`src/rtl/contador_a.sv`:
```
// Mode-selectable counter: step by +PASO, count down, count up, or parallel load.
// rco pulses on wrap/borrow and load pulses on each load edge, both registered with Q.
module contador_a #(
    parameter int unsigned WIDTH = 4,
    parameter int unsigned PASO  = 3
) (
    input  logic             clk,
    input  logic             reset,
    input  logic             enable,
    input  logic [1:0]       mode,
    input  logic [WIDTH-1:0] D,
    output logic [WIDTH-1:0] Q,
    output logic             rco,
    output logic             load
);

    typedef enum logic [1:0] {
        CuentaTresTres  = 2'b00,
        CuentaMenosUno  = 2'b01,
        CuentaMasUno    = 2'b10,
        CargaD          = 2'b11
    } mode_e;

    localparam logic [WIDTH:0]   StepExt = (WIDTH + 1)'(PASO);
    localparam logic [WIDTH-1:0] AllOnes = {WIDTH{1'b1}};

    mode_e            mode_sel;
    logic [WIDTH:0]   step_sum;
    logic [WIDTH-1:0] q_d;
    logic             rco_d;
    logic             load_d;

    assign mode_sel = mode_e'(mode);

    // One extra bit so the carry out of Q+PASO directly gives the wrap flag.
    assign step_sum = {1'b0, Q} + StepExt;

    always_comb begin
        q_d    = Q;
        rco_d  = 1'b0;
        load_d = 1'b0;
        if (enable) begin
            case (mode_sel)
                CuentaTresTres: begin
                    q_d   = step_sum[WIDTH-1:0];
                    rco_d = step_sum[WIDTH];
                end
                CuentaMenosUno: begin
                    q_d   = Q - 1'b1;
                    rco_d = (Q == '0);
                end
                CuentaMasUno: begin
                    q_d   = Q + 1'b1;
                    rco_d = (Q == AllOnes);
                end
                CargaD: begin
                    q_d    = D;
                    load_d = 1'b1;
                end
                default: begin
                    q_d = Q;
                end
            endcase
        end
    end

    always_ff @(posedge clk or negedge reset) begin
        if (!reset) begin
            Q    <= '0;
            rco  <= 1'b0;
            load <= 1'b0;
        end else begin
            Q    <= q_d;
            rco  <= rco_d;
            load <= load_d;
        end
    end

endmodule

```
`config.mk`:
```
export PLATFORM = sky130hd
export DESIGN_NAME = contador_a
export DESIGN_NICKNAME = d
export VERILOG_FILES = /design/src/rtl/contador_a.sv
export SDC_FILE = /design/constraint.sdc
export NUM_CORES = 1
export LEC_CHECK = 0
export BUFFER_PORTS_ARGS = -buffer_cell sky130_fd_sc_hd__buf_2
export CELL_PAD_IN_SITES_DETAIL_PLACEMENT = 0
export CELL_PAD_IN_SITES_GLOBAL_PLACEMENT = 2
export CORE_ASPECT_RATIO = 1.2
export CORE_MARGIN = 2
export CORE_UTILIZATION = 31
export DETAILED_ROUTE_END_ITERATION = 10
export PLACE_DENSITY = 0.85
export SYNTH_ARGS = -nofsm -noshare
export SYNTH_HDL_FRONTEND = slang
export SYNTH_SLANG_ARGS = --single-unit
```
`constraint.sdc`:
```
create_clock -name clk -period 2.7 [get_ports clk]
set_input_delay 0.27 -clock clk [delete_from_list [all_inputs] [get_ports clk]]
set_output_delay 0.27 -clock clk [all_outputs]
set_load 0.01 [all_outputs]
```
### After elaboration in Yosys (flattened, before gate mapping)

Index checks and enable logic that the tools add are counted.
W data, S select, Z words.

* bits of input ports: 9
* memories: 0
* logic and storage cells: 17
* output and inout bits: 6
* ROM bits: 0
* register bits: 6
* bits in latches: 0
* bits in writable memories: 0

* multiply operators: 0
* reductions and logical operators: 2
* shift operators: 0
* div/mod/pow operators: 0
* equality and inequality tests: 4
* bitwise gates (word level): 0
* add/sub/neg operators: 3
* $lt $le $gt $ge: 0
* muxes and demuxes: 5

Operators by type and width (count)
* $pmux W4 S4: 1
* $add A4 B2 Y5 const B: 1
* $add A4 B1 Y4 const B: 1
* $eq A2 B2 Y1 const B: 2
* $eq A4 B4 Y1 const B: 1
* $logic_not A4 Y1: 1
* $sub A4 B1 Y4 const B: 1
* $mux W1: 3
* $pmux W1 S3: 1
* $eq A2 B1 Y1 const B: 1
* $logic_not A2 Y1: 1

### Depth between registers and ports, before layout

* depth after elaboration: 3
* depth in mapped cells: 8
* depth with buffers taken out: 8

### Least setup slack after synthesis

OpenSTA, ideal clock, no wires.

* path type: input to register
* from: input mode[0]
* to: register Q[3]
* data required time: 2574 ps
* buffers on the path: 0
* stages on the path: 8
* library setup time: 126 ps
* setup slack: 915 ps
* arrival: 1660 ps
* path through: inv_1 > ha_1 > inv_1 > ha_1 > nor4bb_1 > a311oi_2 > mux2i_1 > o21ai_1

* longest elaborated chain between the ends: 2
* elaborated cells on any way between the ends: 5
* those cells by class: eq/ne: 3; mux: 1; reduce/logical: 1

Ends and longest elaborated chain
* start, declared: line 10 `input logic [1:0] mode,`
* $eq A2 B2 Y1 (tied with other cells): line 43 `case (mode_sel)`
* $pmux W4 S4 *: line 43
* end signal, assigned: line 73 `Q <= q_d;`
* end, declared: line 12 `output logic [WIDTH-1:0] Q,`

Mark *: on every way between the ends. The rest lies on a longest branch, timed or not.
A chain may end at the register's enable or synchronous reset.

### Worst setup path in the final report

Same ends and word-level chain as after synthesis.

==> metrics.yaml <==
critical_path:
  crit_path_end: "Q[3]"
  reg2reg_depth: 5
  worst_path_largest_cell_delay_ns: 0.32
  path_max_fanout: 5
  worstPathArrival_ns: 1.92
  end_kind: "register"
  path_cells: "buf_2 > inv_1 > ha_1 > inv_1 > ha_1 > nor4bb_1 > a311oi_2 > mux2i_1 > o21ai_1"
  worstReg2RegEnd: "Q[3]"
  worst_setup_path_startpoint: "mode[0]"
  critical_path_required_ns: 2.82
  start_kind: "primary input"
  cpMaxStageDelayCell: "ha_1"
  r2r_slack_ns: 1.00
  path_class: "in -> reg"
  rr_startpoint: "Q[2]"
sta:
  fin_skew_ns: 0.000643
  fin_crit_sh_pct: 66.8
  setup_violations: 0
  slew_viol_final: 0
  fin_crit_ns: 1.80
  hold_viol: 0
  slew_headroom_pct: 78.8
  rsz0062_at_grt: "false"
  fmax_mhz: 555
  tightest_slew_ns: 0.313
  tns_ns: 0
clock_network:
  clock-sinks: 6
  post_cts_buffers: 0
  h-tree-depth: 1
  cts_buffers: 3
  cts_tree: "done"
  cts_buffer_depth: 2
  clkLatencyLatePin_ns: 0.24
  clock-root-buffer: "clkbuf_4"
  ctsResizeCount: 0
  path_clk_slew_ns: 0.04
grt:
  grt_pass1_wl_um: 2100
  overflow: 0
  grt.total_usage_pct: 12.4
  antenna_found_initial: 0
  grt_max_degree: 10
  grt_pass1_vias: 496
floorplanning:
  die_y_um: 51.3
  die_area_um2: 2230
  rows: 17
  die_width_um: 43.4
  io_pins: 15
  core_um2: 1810
  start_util_pct: 32.0
yosys:
  yosys_warnings: 0
  yosysUniqueCellTypes: 27
  yosys_register_bits: 6
  netlist_area_um2: 578
  synth_cells: 64
  synth_nets: 84
  synth-seq-area-share_pct: 26.0
  syn_area_per_cell_um2: 9.03
final_layout:
  area_delta_synth_final_pct: 21.2
  final_cells: 100
  num-nets-final: 103
  n_antenna_cell: 0
  layout-drive-gt1-share_pct: 24.7
  layout_common_cells: "buf_2, ha_1, dfrtp_1, inv_1, nand2_1"
  final_common_cell: "buf_2"
flow_run:
  drv_cap: 0
power_and_ir_drop:
  vdd_drop_max_mv: 0.178
  total_leakage_power_uw: 0.000349
  powerDensity_nw_per_um2: 622
place:
  dpl.hpwl_um: 995
  place.gp.congestion: 0.731
  place_inst: 96
  io_buffers: 14
detailed_routing:
  drt-pass1-iter-count: 2
  ant_nets: 0
  dr_total_vias: 507
  wl_per_cell_um: 12.3
  wl_um: 1230
  drc: 0
  drt_iter0_drc: 3
  via_per_inst: 5.07
min_path:
  holdPathStages: 2
  hold_class: "in -> reg"
run_status:
  status: "complete, no violations"
[cell type report]
type / count / area [um2]
tap: 19 / 23.8
sequential: 6 / 150
fill: 182 / 1110
inverter: 7 / 26.3
timing repair buffer: 15 / 80.1
multi-input combinational: 50 / 398
clock buffer: 3 / 22.5
[stage by stage]
step                      setup WS [ns]  hold WS, ns  cell area, um2  power (uW)  util [%]
final                             0.898        0.294             701         436      38.8
after global routing              0.732        0.306             701         478      38.8
after floorplan                   0.915      -0.0256             578         293         -
after global placement            0.677       0.0919             668         357      37.0
after detailed placement          0.635        0.101             668         358      37.0
after CTS                         0.886        0.286             701         441      38.8
[routing by layer]
| layer | GRT usage [%] | vias up | wire length, um |
|---|---|---|---|
| met3 | 1.06 | 0 | 31 |
| li1 | - | 261 | - |
| met4 | 4.55 | 0 | 0 |
| met2 | 22.9 | 8 | 627 |
| met5 | 0 | - | 0 |
| met1 | 14.6 | 238 | 568 |
[worst max-delay path, delay by kind of cell]
kind / cells / cell delay (ns)
adder cells (fa/ha/maj): 2 / 0.61
AND/OR/NAND/NOR: 1 / 0.17
multiplexers: 1 / 0.21
AO/OA/AOI/OAI: 2 / 0.36
buffers and inverters: 3 / 0.31
[worst min path at each step]
stage,endpoint,slack [ns],startpoint
after floorplan,Q[0],-0.03,reset
after global placement,rco,0.09,reset
after detailed placement,rco,0.10,reset
after CTS,Q[1],0.29,enable
after global routing,Q[1],0.31,enable
final,Q[1],0.29,enable
[state kept, by name, indices dropped and copies added, names as in the netlist]
register	flops
Q	4
load	1
rco	1
[cells in the mapped netlist, drive strengths merged]
| cell | count | area, um2 |
|---|---|---|
| o21bai | 1 | 7.51 |
| inv | 7 | 26.3 |
| nor2 | 1 | 3.75 |
| nand2b | 1 | 6.26 |
| or2 | 1 | 6.26 |
| xnor2 | 4 | 35.0 |
| nor3b | 1 | 7.51 |
| dfrtp | 6 | 150 |
| a311oi | 1 | 15.0 |
| o21ai | 6 | 30.0 |
| a221oi | 3 | 26.3 |
| and3b | 1 | 8.76 |
| nor3 | 3 | 15.0 |
| nor2b | 1 | 6.26 |
| a21oi | 1 | 5.00 |
| nand2 | 6 | 22.5 |
| clkbuf | 1 | 3.75 |
| a31oi | 1 | 6.26 |
| mux2i | 1 | 10.0 |
| and2 | 1 | 6.26 |
| ha | 11 | 138 |
| nor4bb | 1 | 10.0 |
| o31ai | 2 | 15.0 |
| a21bo | 1 | 10.0 |
| a211oi | 1 | 7.51 |
[power by group]
| part | internal (uW) | switching, uW | leakage (uW) |
|---|---|---|---|
| clock network | 50.2 | 31.1 | 0.0000138 |
| logic | 105 | 95.9 | 0.000259 |
| registers | 110 | 44.5 | 0.0000758 |
| total | 265 | 171 | 0.000349 |
[cell families after synthesis]
group | synth area share, %
AOI/OAI and AO/OA | 21.2
xor gates and xnor gates | 6.06
adders and majority gates | 23.8
buffers and inverters | 5.19
DFF | 26.0
muxes | 1.73
and+or+nand+nor | 16.0
[timing repair]
item,in CTS,in global routing
endpoints found under the hold margin,6,0
endpoints found under the setup margin,0,0
hold buffers,1,0
Note: power is estimated with default switching activity, not from simulation.
